--- src/rtl/gato_pkg.sv ---
// Shared definitions for the tic-tac-toe referee: player cell codes, FSM
// encoding and the eight winning line index triples.
package gato_pkg;

  localparam logic [1:0] CODIGO_P1 = 2'b11;
  localparam logic [1:0] CODIGO_P2 = 2'b01;

  localparam int         NUM_CELDAS  = 9;
  localparam int         NUM_LINEAS  = 8;
  localparam logic [3:0] MAX_JUGADAS = 4'd9;

  typedef enum logic [2:0] {
    INACTIVO,
    TURNO_P1,
    TURNO_P2,
    EVALUA_P1,
    EVALUA_P2,
    GANA_P1,
    GANA_P2,
    EMPATE
  } estado_t;

  typedef logic [3:0] celda_idx_t;

  // Cell indices are 0-based: c1 is index 0, c9 is index 8.
  localparam celda_idx_t LINEAS [NUM_LINEAS][3] = '{
    '{4'd0, 4'd1, 4'd2},
    '{4'd3, 4'd4, 4'd5},
    '{4'd6, 4'd7, 4'd8},
    '{4'd0, 4'd3, 4'd6},
    '{4'd1, 4'd4, 4'd7},
    '{4'd2, 4'd5, 4'd8},
    '{4'd0, 4'd4, 4'd8},
    '{4'd2, 4'd4, 4'd6}
  };

  function automatic logic [3:0] contar(input logic [8:0][1:0] celdas,
                                        input logic [1:0]      codigo);
    logic [3:0] n;
    n = 4'd0;
    for (int i = 0; i < NUM_CELDAS; i++) begin
      if (celdas[i] == codigo) n = n + 4'd1;
    end
    return n;
  endfunction

endpackage

--- src/rtl/detector_linea.sv ---
// Combinational line detector: one mask bit per board line whose three cells
// all hold the given player code.
module detector_linea
  import gato_pkg::*;
(
  input  logic [8:0][1:0] celdas_i,
  input  logic [1:0]      codigo_i,
  output logic [7:0]      mascara_o
);

  for (genvar gi = 0; gi < NUM_LINEAS; gi++) begin : g_linea
    assign mascara_o[gi] = (celdas_i[LINEAS[gi][0]] == codigo_i) &&
                           (celdas_i[LINEAS[gi][1]] == codigo_i) &&
                           (celdas_i[LINEAS[gi][2]] == codigo_i);
  end

endmodule

--- src/rtl/arbitro_juego.sv ---
// Tic-tac-toe referee: grants turns, detects accepted moves from cell-count
// increases, evaluates each move for win/draw and holds the result.
module arbitro_juego
  import gato_pkg::estado_t, gato_pkg::contar, gato_pkg::MAX_JUGADAS,
         gato_pkg::INACTIVO, gato_pkg::TURNO_P1, gato_pkg::TURNO_P2,
         gato_pkg::EVALUA_P1, gato_pkg::EVALUA_P2, gato_pkg::GANA_P1,
         gato_pkg::GANA_P2, gato_pkg::EMPATE;
#(
  parameter logic [1:0] CODIGO_P1 = gato_pkg::CODIGO_P1,
  parameter logic [1:0] CODIGO_P2 = gato_pkg::CODIGO_P2
) (
  input  logic       clk,
  input  logic       reset,
  input  logic       boton_inicio,
  input  logic [1:0] guarda_c1,
  input  logic [1:0] guarda_c2,
  input  logic [1:0] guarda_c3,
  input  logic [1:0] guarda_c4,
  input  logic [1:0] guarda_c5,
  input  logic [1:0] guarda_c6,
  input  logic [1:0] guarda_c7,
  input  logic [1:0] guarda_c8,
  input  logic [1:0] guarda_c9,
  output logic       turno_p1,
  output logic       turno_p2,
  output logic       clear_tablero,
  output logic       gana_p1,
  output logic       gana_p2,
  output logic       empate,
  output logic       fin_juego,
  output logic [7:0] linea_ganadora,
  output logic [3:0] jugadas
);

  logic [8:0][1:0] celdas;
  logic [3:0]      cnt_p1;
  logic [3:0]      cnt_p2;
  logic [7:0]      lineas_p1;
  logic [7:0]      lineas_p2;

  assign celdas = {guarda_c9, guarda_c8, guarda_c7, guarda_c6, guarda_c5,
                   guarda_c4, guarda_c3, guarda_c2, guarda_c1};
  assign cnt_p1 = contar(celdas, CODIGO_P1);
  assign cnt_p2 = contar(celdas, CODIGO_P2);

  detector_linea u_det_p1 (
    .celdas_i  (celdas),
    .codigo_i  (CODIGO_P1),
    .mascara_o (lineas_p1)
  );

  detector_linea u_det_p2 (
    .celdas_i  (celdas),
    .codigo_i  (CODIGO_P2),
    .mascara_o (lineas_p2)
  );

  estado_t    estado_q;
  logic [3:0] jugadas_q;
  logic [3:0] snap_p1_q;
  logic [3:0] snap_p2_q;
  logic       turno_p1_q;
  logic       turno_p2_q;
  logic       clear_q;
  logic       gana_p1_q;
  logic       gana_p2_q;
  logic       empate_q;
  logic       fin_q;
  logic [7:0] linea_q;
  logic [3:0] jugadas_inc;

  assign jugadas_inc = (jugadas_q == MAX_JUGADAS) ? MAX_JUGADAS : jugadas_q + 4'd1;

  always_ff @(posedge clk) begin
    if (reset) begin
      estado_q   <= INACTIVO;
      jugadas_q  <= 4'd0;
      snap_p1_q  <= 4'd0;
      snap_p2_q  <= 4'd0;
      turno_p1_q <= 1'b0;
      turno_p2_q <= 1'b0;
      clear_q    <= 1'b0;
      gana_p1_q  <= 1'b0;
      gana_p2_q  <= 1'b0;
      empate_q   <= 1'b0;
      fin_q      <= 1'b0;
      linea_q    <= 8'h00;
    end else begin
      clear_q <= 1'b0;
      if (boton_inicio) begin
        estado_q   <= TURNO_P1;
        clear_q    <= 1'b1;
        jugadas_q  <= 4'd0;
        snap_p1_q  <= 4'd0;
        snap_p2_q  <= 4'd0;
        turno_p1_q <= 1'b1;
        turno_p2_q <= 1'b0;
        gana_p1_q  <= 1'b0;
        gana_p2_q  <= 1'b0;
        empate_q   <= 1'b0;
        fin_q      <= 1'b0;
        linea_q    <= 8'h00;
      end else begin
        case (estado_q)
          // While the clear pulse is out the old board is still visible, so
          // its counts must not be mistaken for fresh moves.
          TURNO_P1: begin
            if (!clear_q) begin
              if (cnt_p2 > snap_p2_q) snap_p2_q <= cnt_p2;
              if (cnt_p1 > snap_p1_q) begin
                snap_p1_q  <= cnt_p1;
                jugadas_q  <= jugadas_inc;
                turno_p1_q <= 1'b0;
                estado_q   <= EVALUA_P1;
              end
            end
          end
          TURNO_P2: begin
            if (!clear_q) begin
              if (cnt_p1 > snap_p1_q) snap_p1_q <= cnt_p1;
              if (cnt_p2 > snap_p2_q) begin
                snap_p2_q  <= cnt_p2;
                jugadas_q  <= jugadas_inc;
                turno_p2_q <= 1'b0;
                estado_q   <= EVALUA_P2;
              end
            end
          end
          EVALUA_P1: begin
            if (|lineas_p1) begin
              estado_q  <= GANA_P1;
              gana_p1_q <= 1'b1;
              fin_q     <= 1'b1;
              linea_q   <= lineas_p1;
            end else if (jugadas_q == MAX_JUGADAS) begin
              estado_q <= EMPATE;
              empate_q <= 1'b1;
              fin_q    <= 1'b1;
            end else begin
              estado_q   <= TURNO_P2;
              turno_p2_q <= 1'b1;
            end
          end
          EVALUA_P2: begin
            if (|lineas_p2) begin
              estado_q  <= GANA_P2;
              gana_p2_q <= 1'b1;
              fin_q     <= 1'b1;
              linea_q   <= lineas_p2;
            end else if (jugadas_q == MAX_JUGADAS) begin
              estado_q <= EMPATE;
              empate_q <= 1'b1;
              fin_q    <= 1'b1;
            end else begin
              estado_q   <= TURNO_P1;
              turno_p1_q <= 1'b1;
            end
          end
          default: begin
          end
        endcase
      end
    end
  end

  assign turno_p1       = turno_p1_q;
  assign turno_p2       = turno_p2_q;
  assign clear_tablero  = clear_q;
  assign gana_p1        = gana_p1_q;
  assign gana_p2        = gana_p2_q;
  assign empate         = empate_q;
  assign fin_juego      = fin_q;
  assign linea_ganadora = linea_q;
  assign jugadas        = jugadas_q;

endmodule

--- config.mk ---
export PLATFORM = sky130hd
export DESIGN_NAME = arbitro_juego
export DESIGN_NICKNAME = d
export VERILOG_FILES = /design/src/rtl/gato_pkg.sv /design/src/rtl/detector_linea.sv /design/src/rtl/arbitro_juego.sv
export SDC_FILE = /design/constraint.sdc
export NUM_CORES = 1
export LEC_CHECK = 0
export ABC_AREA = 1
export CORE_MARGIN = 1
export CORE_UTILIZATION = 50
export DETAILED_ROUTE_END_ITERATION = 16
export GPL_ROUTABILITY_DRIVEN = 0
export MAX_ROUTING_LAYER = met4
export PLACE_DENSITY = 0.73
export REMOVE_ABC_BUFFERS = 1
export SYNTH_ARGS = -nofsm -noshare
export SYNTH_HDL_FRONTEND = slang
export SYNTH_SLANG_ARGS = --single-unit
--- constraint.sdc ---
create_clock -name clk -period 13.52 [get_ports clk]
set_input_delay 2.704 -clock clk [delete_from_list [all_inputs] [get_ports clk]]
set_output_delay 2.704 -clock clk [all_outputs]
set_load 0.03 [all_outputs]
==> results.sh, run 1 <==
export IMPL_synthMuxAreaShare_pct=0.314
export IMPL_antenna_cells=0
export IMPL_cts_tree="yes"
export IMPL_fin_crit_ps=7950
export IMPL_clockBufferDepth=2
export IMPL_ys_ff_latch=30
export IMPL_viasPerCell=5.22
export IMPL_maxCapViolations=0
export IMPL_ir_drop_uv=57.7
export IMPL_hp_class="reg2reg"
export IMPL_cp_end_kind="register"
export IMPL_ant_nets=0
export IMPL_power_w=0.000302
export IMPL_finalSetupViolations=0
export IMPL_report_final_slew_viol_count=0
export IMPL_synth_xor_area_share_pct=1.85
export IMPL_rows=28
export IMPL_cts_resized=0
export IMPL_cts_hold_buf=0
export IMPL_synthesis_area_um2=3190
export IMPL_power_leakage_nw=2.02
export IMPL_vias=3564
export IMPL_area_delta_synth_final_pct=17.5
export IMPL_grt_max_degree=17
export IMPL_drc_errors=0
export IMPL_seq_area_frac_synth_pct=18.9
export IMPL_antenna_found_initial=0
export IMPL_ys_types=32
export IMPL_start_kind="input pin"
export IMPL_dr_pass1_iters=5
export IMPL_finalSetupTns_ps=0
export IMPL_fp_dieW_um=81.8
export IMPL_dr_first_iter_drc_count=173
export IMPL_grt_pass1_wl_mm=13.1
export IMPL_avgSynthCellArea_um2=5.63
export IMPL_cp_arrival_ps=8120
export IMPL_maxSlewHeadroom_pct=36.8
export IMPL_hold_violations=0
export IMPL_status="complete, no violations"
export IMPL_grt_use_total_pct=25.2
export IMPL_postCtsSetupBuffers=0
export IMPL_power_density_nw_per_um2=80.6
export IMPL_io_pins=40
export IMPL_whs_ps=470
export IMPL_yosys_warnings=0
export IMPL_timing_critical_path_buf_inv=5
export IMPL_cp_top_family="simple AND/OR/NAND/NOR gates"
export IMPL_setup_ws_ps=5570
export IMPL_path_clk_slew_ps=60
export IMPL_worst_pin_slew_ps=940
export IMPL_synth_top_family_by_area="simple AND/OR/NAND/NOR gates"
export IMPL_placed_area_um2=3650
export IMPL_synth_fa_ha_area_share_pct=7.86
export IMPL_path_class="in2reg"
export IMPL_path_max_fanout=6
export IMPL_cp_slowest_cell="clkdlybuf4s50_1"
export IMPL_netlist_instances=566
export IMPL_synth_compound_area_share_pct=10.9
export IMPL_root_buffer="clkbuf_8"
export IMPL_cts_htree_levels=2
export IMPL_worstPathRequired_ps=13690
export IMPL_post_drt_wl_per_cell_um=11.4
export IMPL_drive_gt1_share_pct=8.22
export IMPL_core_area_um2=6030
export IMPL_cp_common_cell="nand2_1"
export IMPL_fmax_mhz=126
export IMPL_gr_total_overflow=0
export IMPL_synth_simple_area_share_pct=47.9
export IMPL_initial_core_util_pct=52.9
export IMPL_cts_buffers=5
export IMPL_fin_crit_sh_pct=58.8
export IMPL_clock_sinks=30
export IMPL_port_buffers=39
export IMPL_die_area_um2=6690
export IMPL_clock_skew_ps=7.74
export IMPL_dpl_hpwl_mm=6.39
export IMPL_clk_insertion_delay_late_ps=280
export IMPL_grt_setup_unrepaired="no"
export IMPL_slowest_delay_ps=500
export IMPL_nets=648
export IMPL_pre_cts_ws_ps=5310
export IMPL_die_h_um=81.8
export IMPL_routed_wirelength_mm=7.77
export IMPL_first_global_vias=3098
export IMPL_stdcell_area_um2=3740
-- state kept, by name (all words and copies together) (netlist names), 3 cells and up --
| signal | cells |
|---|---|
| snap_p2_q | 4 |
| estado_q | 3 |
| jugadas | 4 |
| snap_p1_q | 4 |
| linea_ganadora | 8 |
-- cell usage in the layout (no fill, tap or decap), types with 3 or more instances in the layout --
master / count
nand3_2: 6
a21oi_1: 29
clkdlybuf4s50_1: 39
o21ai_0: 21
nor3_1: 13
nor4_1: 4
ha_1: 20
nand2_2: 19
nand3_1: 63
o21ai_1: 3
nand4_1: 7
clkbuf_8: 6
nand2_1: 160
dfxtp_1: 30
or2_2: 7
inv_2: 4
a31oi_1: 4
nor2_1: 57
inv_1: 94
-- worst paths after layout --
path	cells past startpoint	slack (ps)	to	startpoint
worst max-delay path	34	5570	jugadas[0]$_SDFFE_PP0P_	guarda_c1[0]
worst min-delay path	2	470	gana_p2$_SDFFE_PP0P_	gana_p2$_SDFFE_PP0P_
worst max register to register	5	11280	estado_q[0]$_SDFFE_PP0P_	estado_q[0]$_SDFFE_PP0P_
worst min register to register	2	470	gana_p2$_SDFFE_PP0P_	gana_p2$_SDFFE_PP0P_
-- per-stage QoR --
step | utilization (%) | std cells
floorplan | - | 560
global placement | 60.6 | 675
detailed placement | 60.6 | 675
CTS | 62.1 | 683
global route | 62.1 | 683
finish | 62.1 | 683
-- synth_stat cells (all sizes together) --
master	count	area, um2
nand3	69	375
ha	20	250
buf	2	10.0
nor4	4	25.0
xor2	4	50.1
mux2i	1	10.0
nor3	13	65.1
nand4	7	43.8
clkbuf	4	15.0
o31ai	2	15.0
or2	9	56.3
o21ai	25	129
a21oi	30	154
a31o	1	8.76
a211oi	2	15.0
nand2	179	719
dfxtp	30	601
inv	98	368
nor3b	2	15.0
xnor2	1	8.76
a31oi	4	25.0
and2	1	6.26
nor2	58	220
-- cell type report --
type | count | area (um2)
fill | 624 | 2280
multi-input combinational | 432 | 2190
tap | 75 | 93.8
clock inverter | 1 | 5.00
inverter | 98 | 368
clock buffer | 7 | 86.3
timing repair buffer | 40 | 398
sequential | 30 | 601
-- per-layer routing --
layer / track usage (%) / wire length, um / part of all wire (%) / vias up
met5: - / 0 / 0 / -
met4: 5.09 / 57 / 0.73 / 0
met3: 4.22 / 258 / 3.3 / 6
met2: 42.2 / 3670 / 47 / 61
met1: 31.8 / 3780 / 49 / 1599
li1: - / - / - / 1898
-- cell families after synthesis --
logic type	after synthesis
AND/OR/NAND/NOR	342
buffers and inverters	104
AO/OA/AOI/OAI	64
flip-flops	30
adder cells (fa/ha/maj)	20
XOR/XNOR	5
multiplexers	1
-- worst reg2reg max path: stages, from the launching register on --
cell     delay (ps)
dfxtp_1         360
nor3_1          790
inv_1           460
o21ai_0         340
nor4_1           80
nor3_1          140
-- power breakdown --
part | switching (W) | total (W) | internal, W | leakage (nW)
registers | 0.00000248 | 0.0000952 | 0.0000928 | 0.243
logic | 0.0000854 | 0.000133 | 0.0000477 | 1.73
clock network | 0.0000323 | 0.0000733 | 0.0000410 | 0.0482
total | 0.000120 | 0.000302 | 0.000181 | 2.02
Note: power is estimated with default switching activity, not from simulation.
==> run 2, diff against run 1 <==
--- a/config.mk
+++ b/config.mk
@@ -11,7 +11,7 @@
 export DETAILED_ROUTE_END_ITERATION = 16
 export GPL_ROUTABILITY_DRIVEN = 0
 export MAX_ROUTING_LAYER = met4
-export PLACE_DENSITY = 0.73
+export PLACE_DENSITY = 0.76
 export REMOVE_ABC_BUFFERS = 1
 export SYNTH_ARGS = -nofsm -noshare
 export SYNTH_HDL_FRONTEND = slang
==> constraint.sdc (replaced) <==
create_clock -name clk -period 6.79 [get_ports clk]
set_input_delay 1.358 -clock clk [delete_from_list [all_inputs] [get_ports clk]]
set_output_delay 1.358 -clock clk [all_outputs]
set_load 0.03 [all_outputs]
==> run 2 against run 1 <==
Compared with the run above:
- first-iteration DRC count up 2.3%
- core utilization up 1.9 points
- worst hold slack better by 2.7 ps
- die area unchanged
- count of clock-buffer cells in the layout down 2
- non-clock buffer count up 4
- power up 120%
- global-route usage up 0.67 points
- via count about the same
- register-to-register slack worse by 6600 ps
- critical endpoint unchanged
- largest cell class unchanged
- largest power group unchanged
- highest routed layer unchanged
==> results.sh, run 2 (same netlist as run 1, synthesis figures left out) <==
export IMPL_ant_nets=0
export IMPL_path_clk_slew_ps=70
export IMPL_report_final_slew_viol_count=0
export IMPL_power_switching_w=0.000251
export IMPL_instances_no_fill=687
export IMPL_p_int_w=0.000397
export IMPL_grt_pass1_wl_mm=13.5
export IMPL_status="complete, no violations"
export IMPL_grt_max_degree=17
export IMPL_drive_gt1_share_pct=11.3
export IMPL_holdPathStages=2
export IMPL_first_global_vias=3279
export IMPL_cp_top_family="simple AND/OR/NAND/NOR gates"
export IMPL_drc_errors=0
export IMPL_root_buffer="clkbuf_8"
export IMPL_min_delay_start="fin_juego$_SDFFE_PP0P_"
export IMPL_worst_hold_path_endpoint="fin_juego$_SDFFE_PP0P_"
export IMPL_final_common_cell="nand2_1"
export IMPL_clk_insertion_delay_late_ps=280
export IMPL_place_inst=677
export IMPL_combPwrFrac_pct=43.8
export IMPL_placed_area_um2=3670
export IMPL_fin_crit_ps=6450
export IMPL_area_delta_synth_final_pct=21.1
export IMPL_dpl_hpwl_mm=6.49
export IMPL_timing_critical_path_buf_inv=5
export IMPL_port_buffers=39
export IMPL_cp_arrival_ps=6620
export IMPL_die_h_um=81.8
export IMPL_cts_hold_buf=0
export IMPL_largest_register_ffs=8
export IMPL_rows=28
export IMPL_hold_violations=0
export IMPL_clock_sinks=30
export IMPL_worstPathRequired_ps=6960
export IMPL_gr_total_overflow=0
export IMPL_finalSetupViolations=0
export IMPL_antenna_found_initial=0
export IMPL_clockBufferDepth=2
export IMPL_worst_pin_slew_ps=902
export IMPL_worstRegToRegCells=5
export IMPL_final_cell_mix="nand2_1 (155), inv_1 (94), nand3_1 (59), nor2_1 (55), clkdlybuf4s50_1 (38)"
export IMPL_die_area_um2=6690
export IMPL_slowest_delay_ps=510
export IMPL_power_density_nw_per_um2=168
export IMPL_multi_input_area_um2=2260
export IMPL_path_class="in2reg"
export IMPL_initial_core_util_pct=52.9
export IMPL_cts_buffers=5
export IMPL_path_max_fanout=4
export IMPL_dr_pass1_iters=5
export IMPL_fp_dieW_um=81.8
export IMPL_finish_utilization_pct=64.0
export IMPL_power_leakage_nw=2.07
export IMPL_cp_slowest_cell="clkdlybuf4s50_1"
export IMPL_cp_end_kind="register"
export IMPL_vias=3566
export IMPL_io_pins=40
export IMPL_stdcell_area_um2=3860
export IMPL_antenna_cells=0
export IMPL_fillers=576
export IMPL_nets=652
export IMPL_regArea_um2=601
export IMPL_dr_first_iter_drc_count=177
export IMPL_maxSlewHeadroom_pct=39.4
export IMPL_fin_crit_sh_pct=95.0
export IMPL_core_area_um2=6030
export IMPL_routed_wirelength_mm=7.93
export IMPL_post_drt_wl_per_cell_um=11.5
export IMPL_cp_common_cell="nand2_1"
export IMPL_clockPowerShare_pct=27.0
export IMPL_viasPerCell=5.19
export IMPL_power_w=0.000649
export IMPL_r2r_end="estado_q[0]$_SDFFE_PP0P_"
export IMPL_start_kind="input pin"
export IMPL_hp_class="reg2reg"
export IMPL_cts_tree="yes"
export IMPL_r2r_slack_ps=4630
export IMPL_swShare_pct=38.7
export IMPL_fmax_mhz=155
export IMPL_p_seq_share_pct=29.2
export IMPL_clock_skew_ps=7.53
export IMPL_grt_use_total_pct=25.9
export IMPL_r2r_start="estado_q[0]$_SDFFE_PP0P_"
export IMPL_ir_drop_uv=134
export IMPL_maxCapViolations=0
export IMPL_cts_htree_levels=2
-- run 2: cell count changes in the layout (fill, tap and decap cells not counted), moves of 4 or more --
| cell | previous run | this run |
|---|---|---|
| buf_4 | 1 | 5 |
| nand2_1 | 160 | 155 |
| nand2_2 | 19 | 24 |
| nand3_1 | 63 | 59 |
| nand3_2 | 6 | 10 |
-- run 2: cell type report --
cell class              count  area share (%)
clock buffers               5            1.78
well taps                  75            2.43
clock inverters             3            1.04
multi-input cells         432            58.5
repair buffers             44            11.2
inverters                  98            9.53
flip-flops and latches     30            15.6
-- run 2: what timing repair did --
item / in CTS / in global routing
resized for setup: 0 / 18
setup endpoints to repair: 0 / 12
setup buffers: 0 / 2
-- run 2: per-layer routing --
layer	share of wire (%)	global-route usage [%]	wire length (um)	vias up
li1	-	-	-	1900
met1	48	31.8	3810	1572
met2	47	45.1	3760	84
met3	3.7	3.67	290	10
met4	0.86	4.56	68	0
met5	0	-	0	-
-- run 2: worst max path at each step --
stage,end,start,slack (ps),cells after the start
after floorplan,jugadas[3]$_SDFFE_PP0P_,guarda_c1[0],1060,33
after global placement,jugadas[0]$_SDFFE_PP0P_,guarda_c1[0],110,34
after detailed placement,jugadas[0]$_SDFFE_PP0P_,guarda_c1[0],-100,34
after CTS,jugadas[0]$_SDFFE_PP0P_,guarda_c1[1],180,34
after global routing,jugadas[0]$_SDFFE_PP0P_,guarda_c2[0],-6,37
final,jugadas[0]$_SDFFE_PP0P_,guarda_c2[0],340,37
-- run 2: tightest hold or removal path: stages, from the launching register on --
cell	delay, ps
dfxtp_1	330
o31ai_1	80
inv_1	40
-- run 2: power groups by stage --
stage,clock network [W],registers [W],logic [W]
global placement,0,0.000193,0.000255
detailed placement,0,0.000193,0.000265
finish,0.000175,0.000190,0.000284
CTS,0.000177,0.000190,0.000266
global route,0.000186,0.000191,0.000325
floorplan,0,0.000196,0.000195
-- run 2: through the flow --
stage               setup WS, ps  setup TNS [ps]  hold WS, ps
global placement             106               0          453
detailed placement         -99.0            -186          453
finish                       342               0          472
CTS                          176               0          476
floorplan                   1060               0          467
global route               -5.77           -8.34          509
==> run 3, diff against run 2 <==
--- a/config.mk
+++ b/config.mk
@@ -6,12 +6,14 @@
 export NUM_CORES = 1
 export LEC_CHECK = 0
 export ABC_AREA = 1
-export CORE_MARGIN = 1
+export ABC_CLOCK_PERIOD_IN_PS = 6790
+export CORE_MARGIN = 3
 export CORE_UTILIZATION = 50
 export DETAILED_ROUTE_END_ITERATION = 16
 export GPL_ROUTABILITY_DRIVEN = 0
 export MAX_ROUTING_LAYER = met4
 export PLACE_DENSITY = 0.76
+export RECOVER_POWER = 25
 export REMOVE_ABC_BUFFERS = 1
 export SYNTH_ARGS = -nofsm -noshare
 export SYNTH_HDL_FRONTEND = slang
==> run 3 against run 2 <==
Compared with the run above:
- non-clock buffer count stayed put
- design area is 0.65% lower
- final cell count stayed put
==> results.sh, run 3 (same netlist as run 1, synthesis figures left out) <==
export IMPL_status="complete, no violations"
export IMPL_fp_dieW_um=85.8
export IMPL_antenna_found_initial=0
export IMPL_maxCapViolations=0
export IMPL_power_switching_w=0.000251
export IMPL_grt_pass1_wl_mm=14.1
export IMPL_instances_no_fill=687
export IMPL_core_area_um2=6060
export IMPL_place_inst=677
export IMPL_power_leakage_nw=2.11
export IMPL_clockBufferDepth=2
export IMPL_clock_skew_ps=6.00
export IMPL_p_seq_share_pct=30.5
export IMPL_drive_gt1_share_pct=10.9
export IMPL_viasPerCell=5.24
export IMPL_p_int_w=0.000369
export IMPL_cts_hold_buf=0
export IMPL_report_final_slew_viol_count=0
export IMPL_worst_pin_slew_ps=916
export IMPL_cp_arrival_ps=6520
export IMPL_combPwrFrac_pct=45.5
export IMPL_dpl_hpwl_mm=6.56
export IMPL_vias=3599
export IMPL_placed_area_um2=3670
export IMPL_path_clk_slew_ps=60
export IMPL_first_global_vias=3322
export IMPL_fin_crit_ps=6360
export IMPL_grt_max_degree=17
export IMPL_antenna_cells=0
export IMPL_root_buffer="clkbuf_8"
export IMPL_largest_register_ffs=8
export IMPL_hp_class="reg2reg"
export IMPL_grt_use_total_pct=23.7
export IMPL_cts_tree="yes"
export IMPL_cp_end_kind="register"
export IMPL_cp_common_cell="nand2_1"
export IMPL_final_cell_mix="nand2_1 (156), inv_1 (94), nand3_1 (59), nor2_1 (54), dfxtp_1 (30)"
export IMPL_dr_first_iter_drc_count=209
export IMPL_stdcell_area_um2=3830
export IMPL_slowest_delay_ps=440
export IMPL_holdPathStages=2
export IMPL_initial_core_util_pct=52.6
export IMPL_power_density_nw_per_um2=162
export IMPL_fin_crit_sh_pct=93.7
export IMPL_swShare_pct=40.5
export IMPL_cp_slowest_cell="clkdlybuf4s50_1"
export IMPL_drc_errors=0
export IMPL_area_delta_synth_final_pct=20.3
export IMPL_post_drt_wl_per_cell_um=12.0
export IMPL_power_w=0.000621
export IMPL_clock_sinks=30
export IMPL_hold_violations=0
export IMPL_maxSlewHeadroom_pct=38.4
export IMPL_path_max_fanout=4
export IMPL_fillers=585
export IMPL_final_common_cell="nand2_1"
export IMPL_fmax_mhz=157
export IMPL_finalSetupTns_ps=0
export IMPL_whs_ps=469
export IMPL_gr_total_overflow=0
export IMPL_clockPowerShare_pct=23.9
export IMPL_cts_buffers=5
export IMPL_nets=652
export IMPL_dr_pass1_iters=6
export IMPL_worstRegToRegCells=5
export IMPL_start_kind="input pin"
export IMPL_path_class="in2reg"
export IMPL_finalSetupViolations=0
export IMPL_cts_htree_levels=2
export IMPL_die_h_um=85.8
export IMPL_ir_drop_uv=163
export IMPL_port_buffers=39
export IMPL_worstPathRequired_ps=6940
export IMPL_rows=28
export IMPL_routed_wirelength_mm=8.27
export IMPL_ant_nets=0
export IMPL_clk_insertion_delay_late_ps=290
export IMPL_io_pins=40
export IMPL_die_area_um2=7370
run 3: path summary, 6_finish.rpt:
path / startpoint / end / slack [ps]
setup / recovery: guarda_c2[1] / jugadas[3]$_SDFFE_PP0P_ / 430
hold reg to reg: gana_p2$_SDFFE_PP0P_ / gana_p2$_SDFFE_PP0P_ / 470
hold / removal: gana_p2$_SDFFE_PP0P_ / gana_p2$_SDFFE_PP0P_ / 470
setup reg to reg: estado_q[0]$_SDFFE_PP0P_ / estado_q[0]$_SDFFE_PP0P_ / 4570
run 3: area by class of cell:
class                           instances  area [um2]  area share [%]
Clock inverter                          1        5.00           0.131
Multi-Input combinational cell        432        2240            58.6
Sequential cell                        30         601            15.7
Inverter                               98         368            9.60
Timing Repair Buffer                   44         435            11.4
Tap cell                               75        93.8            2.45
Clock buffer                            7        86.3            2.25
run 3: what timing repair did:
| item | in CTS | in global routing |
|---|---|---|
| buffers inserted | 0 | 2 |
| endpoints found under the hold margin | 0 | 0 |
| setup endpoints to repair | 0 | 11 |
| gates resized for setup | 0 | 20 |
run 3: power by group through the flow:
stage	Sequential [W]	Clock, W	Combinational [W]
finish	0.000189	0.000149	0.000283
global route	0.000190	0.000158	0.000325
CTS	0.000189	0.000150	0.000265
detailed placement	0.000193	0	0.000264
global placement	0.000193	0	0.000255
floorplan	0.000196	0	0.000195
run 3: metrics by stage:
stage                     utilization (%)  worst slack (ps)
final                                63.3               427
after global routing                 63.3             -35.5
after CTS                            62.0               265
after detailed placement             60.5             -21.7
after global placement               60.5               116
after floorplan                         -              1060
run 3: critical path, delay by kind of cell:
family	cells	cell delay, ps
adder cells (fa/ha/maj)	5	1400
buffers and inverters	5	700
AND/OR/NAND/NOR	23	2710
AO/OA/AOI/OAI	5	360
run 3: layer usage:
layer  part of all wire, %  up-vias  wire length (um)  GRT usage [%]
met5                     0        -                 0              -
met4                   1.0        0                84           6.19
met3                   4.7       11               392           5.28
met2                    47       86              3930           38.3
met1                    47     1598              3860           30.0
li1                      -     1904                 -              -
